**config.mk**
```make
export PLATFORM = sky130hd
export DESIGN_NAME = mult_input_conditioner
export DESIGN_NICKNAME = d
export VERILOG_FILES = /design/src/rtl/mult_input_pkg.sv /design/src/rtl/key_debounce.sv /design/src/rtl/mult_input_conditioner.sv
export SDC_FILE = /design/constraint.sdc
export NUM_CORES = 1
export LEC_CHECK = 0
export ABC_AREA = 1
export BUFFER_PORTS_ARGS = -buffer_cell sky130_fd_sc_hd__buf_2
export CAP_MARGIN = 20
export CORE_MARGIN = 2
export CORE_UTILIZATION = 50
export CTS_BUF_LIST = sky130_fd_sc_hd__clkbuf_4
export CTS_CLUSTER_DIAMETER = 200
export CTS_CLUSTER_SIZE = 12
export DETAILED_ROUTE_END_ITERATION = 6
export GPL_TIMING_DRIVEN = 0
export PLACE_DENSITY_LB_ADDON = 0.25
export SYNTH_ARGS = -nofsm -noshare
export SYNTH_HDL_FRONTEND = slang
export SYNTH_SLANG_ARGS = --single-unit
```
**constraint.sdc**
```tcl
create_clock -name Clk -period 5.45 [get_ports Clk]
set_input_delay 0.2725 -clock Clk [delete_from_list [all_inputs] [get_ports Clk]]
set_output_delay 0.2725 -clock Clk [all_outputs]
set_load 0.05 [all_outputs]
```
**src/rtl/mult_input_pkg.sv**
```systemverilog
// Shared types and key polarity constants for the multiplier input conditioner.
package mult_input_pkg;

  typedef enum logic [1:0] {
    RELEASED     = 2'd0,
    PRESS_PEND   = 2'd1,
    PRESSED      = 2'd2,
    RELEASE_PEND = 2'd3
  } deb_state_t;

  localparam logic KEY_PRESSED  = 1'b0;
  localparam logic KEY_RELEASED = 1'b1;

endpackage

```
**src/rtl/key_debounce.sv**
```systemverilog
// One active-low key: synchronizer chain, four-state debounce FSM with a stability
// counter, and registered level and press-pulse outputs. inhibit holds off acceptance.
module key_debounce
  import mult_input_pkg::*;
#(
  parameter int DEBOUNCE_CYCLES = 50000,
  parameter int SYNC_STAGES     = 2
) (
  input  logic Clk,
  input  logic Reset,
  input  logic key_n,
  input  logic inhibit,
  output logic level,
  output logic pulse
);

  localparam int              CNT_W    = $clog2(DEBOUNCE_CYCLES + 1);
  localparam logic [CNT_W-1:0] CNT_LAST = CNT_W'(DEBOUNCE_CYCLES - 1);

  logic [SYNC_STAGES-1:0] sync_q;
  logic                   synced;
  deb_state_t             state_q, state_d;
  logic [CNT_W-1:0]       cnt_q, cnt_d;

  // NOTE: sequential state uses non-blocking assignments so every flop samples
  // pre-edge values, independent of the order the always blocks execute in.
  always_ff @(posedge Clk or posedge Reset) begin
    if (Reset) sync_q <= {SYNC_STAGES{KEY_RELEASED}};
    else       sync_q <= {sync_q[SYNC_STAGES-2:0], key_n};
  end

  assign synced = sync_q[SYNC_STAGES-1];

  // NOTE: every always_comb output gets a default first, so no path can leave
  // a value unassigned and infer a latch.
  always_comb begin
    state_d = state_q;
    cnt_d   = cnt_q;
    unique case (state_q)
      RELEASED: begin
        if (synced == KEY_PRESSED) begin
          state_d = PRESS_PEND;
          cnt_d   = '0;
        end
      end
      PRESS_PEND: begin
        if (synced == KEY_RELEASED) begin
          state_d = RELEASED;
        end else if (cnt_q == CNT_LAST) begin
          // Saturate at the last count while inhibited; accept once released.
          if (!inhibit) state_d = PRESSED;
        end else begin
          cnt_d = cnt_q + CNT_W'(1);
        end
      end
      PRESSED: begin
        if (synced == KEY_RELEASED) begin
          state_d = RELEASE_PEND;
          cnt_d   = '0;
        end
      end
      RELEASE_PEND: begin
        if (synced == KEY_PRESSED) begin
          state_d = PRESSED;
        end else if (cnt_q == CNT_LAST) begin
          state_d = RELEASED;
        end else begin
          cnt_d = cnt_q + CNT_W'(1);
        end
      end
      default: state_d = RELEASED;
    endcase
  end

  // Outputs are registered from the next state so they move on the same edge as the FSM.
  always_ff @(posedge Clk or posedge Reset) begin
    if (Reset) begin
      state_q <= RELEASED;
      cnt_q   <= '0;
      level   <= 1'b0;
      pulse   <= 1'b0;
    end else begin
      state_q <= state_d;
      cnt_q   <= cnt_d;
      level   <= (state_d == PRESSED) || (state_d == RELEASE_PEND);
      pulse   <= (state_q == PRESS_PEND) && (state_d == PRESSED);
    end
  end

endmodule

```
**src/rtl/mult_input_conditioner.sv**
```systemverilog
// Multiplier front end: debounced Run / ClearA_LoadB keys, synchronized switches and
// the operand word captured on a load press. Define MULT_KEY_LOCKOUT_EN to block loads while Run is held.
module mult_input_conditioner
  import mult_input_pkg::*;
#(
  parameter int DEBOUNCE_CYCLES = 50000,
  parameter int SYNC_STAGES     = 2,
  parameter int SW_WIDTH        = 8
) (
  input  logic                Clk,
  input  logic                Reset,
  input  logic                Run_n,
  input  logic                ClearA_LoadB_n,
  input  logic [SW_WIDTH-1:0] SW,
  output logic                Run,
  output logic                ClearA_LoadB,
  output logic                Run_pulse,
  output logic                Load_pulse,
  output logic [SW_WIDTH-1:0] SW_sync,
  output logic [SW_WIDTH-1:0] SW_held
);

  logic [SW_WIDTH-1:0] sw_sync_q [SYNC_STAGES];
  logic                load_inhibit;

  // NOTE: this array is a flop chain, not a RAM, so every stage is reset; a
  // true memory would be left unreset and initialised by its users instead.
  always_ff @(posedge Clk or posedge Reset) begin
    if (Reset) begin
      for (int i = 0; i < SYNC_STAGES; i++) sw_sync_q[i] <= '0;
    end else begin
      sw_sync_q[0] <= SW;
      for (int i = 1; i < SYNC_STAGES; i++) sw_sync_q[i] <= sw_sync_q[i-1];
    end
  end

  assign SW_sync = sw_sync_q[SYNC_STAGES-1];

`ifdef MULT_KEY_LOCKOUT_EN
  assign load_inhibit = Run;
`else
  assign load_inhibit = 1'b0;
`endif

  key_debounce #(
    .DEBOUNCE_CYCLES (DEBOUNCE_CYCLES),
    .SYNC_STAGES     (SYNC_STAGES)
  ) u_run_key (
    .Clk     (Clk),
    .Reset   (Reset),
    .key_n   (Run_n),
    .inhibit (1'b0),
    .level   (Run),
    .pulse   (Run_pulse)
  );

  key_debounce #(
    .DEBOUNCE_CYCLES (DEBOUNCE_CYCLES),
    .SYNC_STAGES     (SYNC_STAGES)
  ) u_load_key (
    .Clk     (Clk),
    .Reset   (Reset),
    .key_n   (ClearA_LoadB_n),
    .inhibit (load_inhibit),
    .level   (ClearA_LoadB),
    .pulse   (Load_pulse)
  );

  // Capture the switch word present during the load strobe cycle.
  always_ff @(posedge Clk or posedge Reset) begin
    if (Reset)           SW_held <= '0;
    else if (Load_pulse) SW_held <= SW_sync;
  end

endmodule
```
==> metrics.cfg, run 1 <==
[final_layout]
mostFrequentLayoutCell=nand2_1
post_route_cells_drive_above_1_share_pct=19.5
fin_nets=466
final_cell_mix=nand2_1 (109), dfrtp_1 (64), nand3_1 (45), inv_1 (39), nor2_1 (38)
layout.filler_cells=549
antenna_cells_inserted=0
syn_to_final_growth_pct=15.7

[timing]
slew_violations=0
period_needed_ns=1.71
final-setup-viol-count=0
layout_worst_path_cycle_share_pct=31.4
hold_ws_ns=-0.00645
finClkSkew_ns=0.0192
fmax_mhz=584
grt_setup_unrepaired=false
worst_slack_ns=3.74
worst_slew_pin_slew_ns=0.833
hold_violation_total_from_the_final_report=6
timing.max_slew.rel_slack_pct=44.4
total_negative_slack_ns=0

[flow_run]
cap_violations=0

[global_route]
overall_fraction_of_global_route_tracks_in_use_pct=20.3
grt_pass1_wl_um=11700
first_global_vias=2740
gr-total-overflow=0
grt_antenna_before_repair=0
maximum_number_of_pins_on_one_net_before_global_route_repair=41

[cts]
cts_inserted_buffers=9
clock_slew_at_reported_path_ffs_ns=0.14
cts_tree=done
clk_path_buf_depth=2
clk_latency_ns=0.43
clkSinkCount=68
cts_root_buf=clkbuf_4
cts_max_level=3

[power_and_ir_drop]
power_density_mw_per_mm2=249
p_leak_nw=1.91
max-vdd-ir-drop_mv=0.174

[setup_path]
critPathLaunchType=register
timing.critical_path.to_type=register
worst-endpoint-arrival_ns=2.01
top_delay_family_on_crit_path=flip-flops
critical_path_buf_inv_count=3
crit_chain=ha_1 > nand2_2 > inv_1 > nand2_1 > nor2_2 > a21oi_2 > inv_2 > buf_6 > nand2_1 > o21ai_0
critical_path.max_stage_delay_ns=0.43
path_max_fanout=10
timing.critical_path.required_ns=5.75
critical_path_most_common_cell=nand2_1
worst-setup-path-type=reg -> reg
critical-path-slowest-cell=dfrtp_1

[route]
post-route-drc-count=0
drt-pass1-iter-count=4
dr.first_iter.drc_count=128
routed_length_per_instance_um=12.7
detail-route-antenna-nets=0
route.detailed.vias_per_inst=5.08
via_count=2711
detail_route.wirelength_um=6800

[run_status]
failed_checks=negative hold slack
run_status=finished, violations left

[place]
routabilityCongestion=0.906
port_buffers=31
detailedPlace.worstSlack_ns=3.78
detailed_place_hpwl_um=4770

[logic_synthesis]
synth.cell_area_sq_mm=0.00332
ys_warn_count=0
ys_seq_elements=68
synth_cell_types=26
part_of_the_yosys_area_used_for_sequential_elements_pct=51.5
syn-instance-count=399
post_synthesis_net_count=413
post_synthesis_mean_instance_area_sq_um=8.31

[floorplan]
initial_core_utilization_pct=51.9
die_w_um=85.4
num_rows=29
chipHeight_um=85.4
die_area_sq_mm=0.00730
ios=32
area_of_the_core_sq_mm=0.00639

[hold_path]
hp-class=in -> async

-- logic make-up after synthesis --
group | synth area share [%]
and+or+nand+nor | 29.0
DFF | 51.5
buffers and inverters | 8.94
AOI/OAI and AO/OA | 5.02
xor gates and xnor gates | 2.11
muxes | 2.72
adders and majority gates | 0.755
-- timing repair --
action,CTS,global route
hold buffers,10,0
resized for setup,0,0
buffers inserted,0,0
endpoints found under the hold margin,10,0
-- layer usage --
layer	global-route usage, %	routed length, um	vias up
met3	6.23	264	14
met5	0	0	-
met1	22.5	2940	1260
met2	36.6	3460	52
li1	-	-	1385
met4	7.22	133	0
-- per-stage QoR --
| step | instances | total power, mW | util [%] | area (sq um) |
|---|---|---|---|---|
| global route | 534 | 0.993 | 60.1 | 3840 |
| floorplan | 399 | 0.583 | - | 3320 |
| finish | 534 | 0.953 | 60.1 | 3840 |
| detailed placement | 508 | 0.603 | 56.2 | 3590 |
| global placement | 507 | 0.599 | 55.9 | 3570 |
| CTS | 534 | 0.966 | 60.1 | 3840 |
-- cell usage after synthesis --
library cell,number,area share (%)
buf_6,4,1.4
or2_1,2,0.38
buf_4,9,2.0
xor2_1,8,2.1
nor2_1,38,4.3
o21ai_1,14,2.1
buf_2,3,0.45
inv_2,2,0.23
nand3_1,45,6.8
o21ai_0,11,1.7
o21bai_1,3,0.68
nor2_2,5,0.94
dfstp_2,4,3.2
nand2_1,109,12
or2_2,3,0.57
a21oi_2,1,0.26
nand4_1,16,3.0
nand2_2,1,0.19
nand3b_1,2,0.45
dfrtp_1,64,48
clkbuf_1,1,0.11
ha_1,2,0.75
inv_1,40,4.5
mux2_2,8,2.7
buf_1,2,0.23
a21oi_1,2,0.30
-- worst paths after layout --
check                                   startpoint                    to  slack, ns  cells after the start
worst min-delay path                         Reset   u_load_key.cnt_q[9]     -0.006                      2
max in group asynchronous                    Reset  u_load_key.sync_q[1]       4.74                      3
worst max register to register  u_run_key.cnt_q[0]   u_run_key.cnt_q[13]       3.74                     10
min in group Clk                     sw_sync_q[14]            SW_sync[6]       0.35                      0
worst min register to register       sw_sync_q[14]            SW_sync[6]       0.35                      0
worst max-delay path            u_run_key.cnt_q[0]   u_run_key.cnt_q[13]       3.74                     10
-- layout make-up --
cell class | instances | area (sq um) | share of cell area [%]
well taps | 77 | 96.3 | 2.51
clock buffers | 9 | 67.6 | 1.76
clock inverters | 7 | 81.3 | 2.12
flip-flops and latches | 68 | 1710 | 44.5
inverters | 42 | 158 | 4.11
repair buffers | 42 | 275 | 7.18
multi-input cells | 270 | 1310 | 34.2
plain buffers | 19 | 139 | 3.62
-- worst register-to-register path, delay by kind of cell, from the launching register on --
family          cells  cell delay [ns]
compound gates      2             0.32
fa+ha+maj           1             0.28
buf+inv             3             0.29
flops               1             0.43
simple gates        4             0.27
-- flip-flops by register name, summed over array words and instances (netlist names) --
| name | count |
|---|---|
| u_load_key.cnt_q | 16 |
| u_load_key.pulse | 1 |
| u_run_key.sync_q | 2 |
| u_load_key.sync_q | 2 |
| sw_sync_q | 8 |
| SW_sync | 8 |
| SW_held | 8 |
| u_run_key.level | 1 |
| u_run_key.state_q | 2 |
| u_run_key.pulse | 1 |
| u_run_key.cnt_q | 16 |
| u_load_key.level | 1 |
| u_load_key.state_q | 2 |
-- where the power goes --
part	total, mW	leakage (nW)	switching [mW]	internal, mW
Combinational	0.0701	0.941	0.0445	0.0256
Clock	0.355	0.0779	0.209	0.147
Sequential	0.528	0.890	0.00892	0.519
Note: power is estimated with default switching activity, not from simulation.
==> run 2, diff against run 1 <==
==> constraint.sdc (replaced) <==
create_clock -name Clk -period 1.75 [get_ports Clk]
set_input_delay 0.0875 -clock Clk [delete_from_list [all_inputs] [get_ports Clk]]
set_output_delay 0.0875 -clock Clk [all_outputs]
set_load 0.05 [all_outputs]
==> run 2 against run 1 <==
The flow now finishes without violations; cell area increased by 1.0%; setup slack got worse by 3.6 ns; wire length decreased by 2.5%; core utilization grew 0.61 points; die area did not move; flip-flop and latch count is the same; critical endpoint is now u_load_key.cnt_q[10]; largest cell class unchanged; critical path depth unchanged; combinational power rose to 3.2 times the previous value; first-iteration DRC count is 64% higher.
==> metrics.cfg, run 2 (same netlist as run 1, synthesis figures left out) <==
[run_status]
run_status=finished clean

[setup_path]
critical-path-slowest-cell=dfrtp_1
top_delay_family_on_crit_path=simple AND/OR/NAND/NOR gates
crit_chain=ha_2 > nand2_1 > nor2_1 > nand2_1 > nor2_2 > nor2_2 > inv_2 > buf_6 > nand2_1 > o21ai_0
worst-endpoint-arrival_ns=1.91
timing.critical_path.required_ns=2.08
crit-reg2reg-capture=u_load_key.cnt_q[10]
r2r_start=u_load_key.cnt_q[0]
path_max_fanout=10
critical_path_most_common_cell=nand2_1
r2r_slack_ns=0.17
r2r_cells=10
critical_path.max_stage_delay_ns=0.39
timing.critical_path.to_type=register
worst-setup-path-type=reg -> reg
critPathLaunchType=register
critical_path_buf_inv_count=2

[final_layout]
layout.core_utilization_pct=60.7
antenna_cells_inserted=0
syn_to_final_growth_pct=16.9
finalInstanceArea_sq_mm=0.00387
final_cell_mix=nand2_1 (109), dfrtp_1 (64), nand3_1 (45), inv_1 (39), nor2_1 (37)
mostFrequentLayoutCell=nand2_1
fin_nets=467
post_route_cells_drive_above_1_share_pct=19.9
reg.largest.list=u_load_key.cnt_q (16), u_run_key.cnt_q (16)

[global_route]
maximum_number_of_pins_on_one_net_before_global_route_repair=43
overall_fraction_of_global_route_tracks_in_use_pct=20.4
first_global_vias=2711
grt_pass1_wl_um=12000
gr-total-overflow=0
grt_antenna_before_repair=0

[cts]
clkSinkCount=68
cts_root_buf=clkbuf_4
clk_latency_ns=0.41
clk_path_buf_depth=2
cts_tree=done
cts_max_level=3
cts_inserted_buffers=9
clock_slew_at_reported_path_ffs_ns=0.12

[flow_run]
cap_violations=0

[power_and_ir_drop]
internal_power_mw=2.27
max-vdd-ir-drop_mv=0.695
power_density_mw_per_mm2=776
total_switching_power_mw=0.736
p_leak_nw=1.91
sw_frac_of_total_pct=24.5
power.combinational.fraction_pct=7.4
sequential_share_of_power_pct=54.6
clock_power_share_pct=38.0

[route]
via_count=2710
drt-pass1-iter-count=4
detail_route.wirelength_um=6630
routed_length_per_instance_um=12.4
post-route-drc-count=0
dr.first_iter.drc_count=210
route.detailed.vias_per_inst=5.07
detail-route-antenna-nets=0

[timing]
period_needed_ns=1.58
worst_slew_pin_slew_ns=0.619
total_negative_slack_ns=0
timing.max_slew.rel_slack_pct=58.6
hold_violation_total_from_the_final_report=0
finClkSkew_ns=0.0119
fmax_mhz=633
layout_worst_path_cycle_share_pct=90.3
slew_violations=0
final-setup-viol-count=0
grt_setup_unrepaired=false
hold_ws_ns=0.310

[floorplan]
die_area_sq_mm=0.00730
area_of_the_core_sq_mm=0.00639
ios=32
num_rows=29
initial_core_utilization_pct=51.9
chipHeight_um=85.4
die_w_um=85.4

[place]
port_buffers=31
instance_area_at_placement_sq_mm=0.00359
detailed_place_hpwl_um=4600
routabilityCongestion=0.873

[hold_path]
hp-class=in -> async

==> run 2: changes by cell type in the layout (fill, tap and decap cells not counted), sizes merged <==
cell	previous run	this run
bufinv	1	2
inv	46	42
clkinvlp	1	3
dlygate4sd3	10	11
==> run 2: layout make-up <==
cell class,instances,area [sq um]
Clock inverter,6,88.8
Clock buffer,9,67.6
Tap cell,77,96.3
Sequential cell,68,1710
Timing Repair Buffer,43,285
Fill cell,559,2510
Buffer,19,141
Multi-Input combinational cell,270,1330
Inverter,42,161
==> run 2: tightest hold or removal path, stage by stage <==
cell and delay [ns]:
dlygate4sd3_1 0.54, buf_2 0.14, clkinvlp_4 0.41
==> run 2: power by group through the flow <==
stage          registers, mW  clock network [mW]  logic, mW
6_report                1.64                1.14      0.223
5_1_grt                 1.65                1.25      0.249
4_1_cts                 1.64                1.18      0.224
3_5_place_dp            1.67                   0      0.204
3_3_place_gp            1.67                   0      0.196
2_1_floorplan           1.67                   0      0.148
==> run 2: per-layer routing <==
metal | track usage, % | part of all wire (%) | up-vias
met5 | 0 | 0 | -
met4 | 6.93 | 1.1 | 0
met3 | 4.77 | 4.1 | 9
met2 | 34.5 | 49 | 47
met1 | 25.9 | 46 | 1268
li1 | - | - | 1386
==> run 2: per-stage QoR <==
step / std cells / setup slack (ns) / power [mW]
floorplan: 399 / 0.286 / 1.82
global placement: 507 / 0.130 / 1.87
detailed placement: 508 / 0.0903 / 1.88
CTS: 534 / 0.0672 / 3.05
global route: 534 / 0.0313 / 3.15
finish: 534 / 0.170 / 3.01
==> run 2: worst max-delay path by stage <==
stage | startpoint | end | cells after the start
global route | u_load_key.cnt_q[0] | u_load_key.cnt_q[10] | 10
detailed placement | u_run_key.cnt_q[0] | u_run_key.cnt_q[13] | 10
finish | u_load_key.cnt_q[0] | u_load_key.cnt_q[10] | 10
floorplan | u_run_key.cnt_q[0] | u_run_key.cnt_q[13] | 10
global placement | u_run_key.cnt_q[0] | u_run_key.cnt_q[13] | 10
CTS | u_run_key.cnt_q[0] | u_run_key.cnt_q[13] | 10
==> run 2: repair_timing <==
| action | 4_1_cts | 5_1_grt |
|---|---|---|
| setup buffers | 0 | 0 |
| hold endpoints to repair | 34 | 0 |
| hold buffers | 11 | 0 |
| resized for setup | 0 | 6 |
| endpoints found under the setup margin | 0 | 19 |
==> run 3, diff against run 2 <==
--- a/config.mk
+++ b/config.mk
@@ -15,6 +15,7 @@
 export CTS_CLUSTER_SIZE = 12
 export DETAILED_ROUTE_END_ITERATION = 6
 export GPL_TIMING_DRIVEN = 0
+export HOLD_SLACK_MARGIN = 0.08
 export PLACE_DENSITY_LB_ADDON = 0.25
 export SYNTH_ARGS = -nofsm -noshare
 export SYNTH_HDL_FRONTEND = slang
==> constraint.sdc (replaced) <==
create_clock -name Clk -period 1.96 [get_ports Clk]
set_input_delay 0.098 -clock Clk [delete_from_list [all_inputs] [get_ports Clk]]
set_output_delay 0.098 -clock Clk [all_outputs]
set_load 0.05 [all_outputs]
==> run 3 against run 2 <==
Sequential share of layout area up 0.33 points; largest cell class unchanged; fmax down 8.1%; critical path type unchanged; worst hold slack worse by 0.010 ns; largest power group unchanged; cell count up 0.19%; clock power down 13%; clock skew up 0.0075 ns; wire length up 2.5%; first-iteration DRC count down 42%; sequential power down 10%.
==> metrics.cfg, run 3 (same netlist as run 1, synthesis figures left out) <==
[flow_run]
cap_violations=0

[cts]
clk_latency_ns=0.43
postCtsHoldBufs=11
cts_resized=0
cts_tree=done
cts_inserted_buffers=9
clk_path_buf_depth=2
cts_root_buf=clkbuf_4
clkSinkCount=68
clock_slew_at_reported_path_ffs_ns=0.13
cts_max_level=3
post_cts.repair.setup_buffers=0

[global_route]
gr-total-overflow=0
first_global_vias=2747
maximum_number_of_pins_on_one_net_before_global_route_repair=41
grt_pass1_wl_um=11800
overall_fraction_of_global_route_tracks_in_use_pct=20.3
grt_antenna_before_repair=0

[timing]
total_negative_slack_ns=0
final-setup-viol-count=0
timing.max_slew.rel_slack_pct=44.1
finClkSkew_ns=0.0194
fmax_mhz=582
hold_ws_ns=0.299
grt_setup_unrepaired=false
hold_violation_total_from_the_final_report=0
worst_slew_pin_slew_ns=0.838
slew_violations=0
layout_worst_path_cycle_share_pct=87.7
worst_slack_ns=0.242
period_needed_ns=1.72

[final_layout]
area_used_by_multi_input_combinational_logic_sq_mm=0.00131
mostFrequentLayoutCell=nand2_1
antenna_cells_inserted=0
final-instance-count-excl-fill=535
finalInstanceArea_sq_mm=0.00385
final_cell_mix=nand2_1 (109), dfrtp_1 (64), nand3_1 (45), inv_1 (39), nor2_1 (38)
post_route_cells_drive_above_1_share_pct=19.4
fin_nets=467
layout.filler_cells=545
final-seq-area_sq_mm=0.00171
reg.largest.list=u_load_key.cnt_q (16), u_run_key.cnt_q (16)
syn_to_final_growth_pct=16.0

[setup_path]
critical_path.max_stage_delay_ns=0.43
timing.critical_path.to_type=register
critPathLaunchType=register
timing.critical_path.required_ns=2.25
worst-setup-path-type=reg -> reg
critical_path_most_common_cell=nand2_1
critical_path_buf_inv_count=3
top_delay_family_on_crit_path=flip-flops
crit_chain=ha_1 > nand2_2 > inv_1 > nand2_1 > nor2_2 > a21oi_2 > inv_2 > buf_6 > nand2_1 > o21ai_0
critical-path-slowest-cell=dfrtp_1
worst-endpoint-arrival_ns=2.01
path_max_fanout=10

[floorplan]
chipHeight_um=85.4
area_of_the_core_sq_mm=0.00639
die_area_sq_mm=0.00730
num_rows=29
initial_core_utilization_pct=51.9
die_w_um=85.4
ios=32

[route]
routed_length_per_instance_um=12.7
dr.first_iter.drc_count=121
drt-pass1-iter-count=4
route.detailed.vias_per_inst=5.06
post-route-drc-count=0
detail_route.wirelength_um=6790
via_count=2705
detail-route-antenna-nets=0

[power_and_ir_drop]
p_leak_nw=1.91
max-vdd-ir-drop_mv=0.486
power_density_mw_per_mm2=690

[place]
placedCellCount=508
detailed_place_hpwl_um=4770
detailedPlace.worstSlack_ns=0.294
port_buffers=31
routabilityCongestion=0.906
instance_area_at_placement_sq_mm=0.00359

[run_status]
run_status=finished clean

[hold_path]
hp-class=in -> reg

run 3: cell types whose count changed in the layout (fill, tap and decap cells not counted), sizes merged:
| cell | change |
|---|---|
| inv | +4 |
| clkinvlp | -2 |
| bufinv | -1 |
run 3: worst paths after layout:
check | depth (start not counted) | slack, ns | start | endpoint
min reg2reg | 0 | 0.35 | sw_sync_q[14] | SW_sync[6]
max in group asynchronous | 4 | 0.87 | Reset | u_load_key.sync_q[1]
min in group asynchronous | 3 | 0.37 | Reset | u_load_key.cnt_q[9]
max | 10 | 0.24 | u_run_key.cnt_q[0] | u_run_key.cnt_q[13]
min | 2 | 0.30 | SW[5] | sw_sync_q[13]
max reg2reg | 10 | 0.24 | u_run_key.cnt_q[0] | u_run_key.cnt_q[13]
run 3: through the flow:
step,total power [mW],utilization (%)
after floorplan,1.62,-
after global placement,1.67,55.9
after detailed placement,1.68,56.2
after CTS,2.69,60.2
after global routing,2.76,60.2
final,2.65,60.2
run 3: worst reg2reg max path, cell delays in order, from the launching register on:
cell,delay [ns]
dfrtp_1,0.43
ha_1,0.28
nand2_2,0.11
inv_1,0.05
nand2_1,0.06
nor2_2,0.05
a21oi_2,0.24
inv_2,0.09
buf_6,0.15
nand2_1,0.05
o21ai_0,0.09
run 3: where the power goes:
group	switching [mW]	internal (mW)	leakage, nW
combinational	0.124	0.0724	0.945
sequential	0.0248	1.44	0.890
clock	0.580	0.408	0.0779
run 3: layout make-up:
class | count | share of cell area, %
Clock buffer | 9 | 1.76
Timing Repair Buffer | 43 | 7.42
Inverter | 42 | 4.10
Multi-Input combinational cell | 270 | 34.1
Tap cell | 77 | 2.50
Clock inverter | 7 | 2.11
Sequential cell | 68 | 44.4
Buffer | 19 | 3.61
run 3: routing by layer:
metal | track usage (%) | share of wire (%) | up-vias
li1 | - | - | 1385
met1 | 22.7 | 43 | 1258
met2 | 36.5 | 51 | 50
met3 | 6.23 | 4.2 | 12
met4 | 7.22 | 1.8 | 0
met5 | 0 | 0 | -
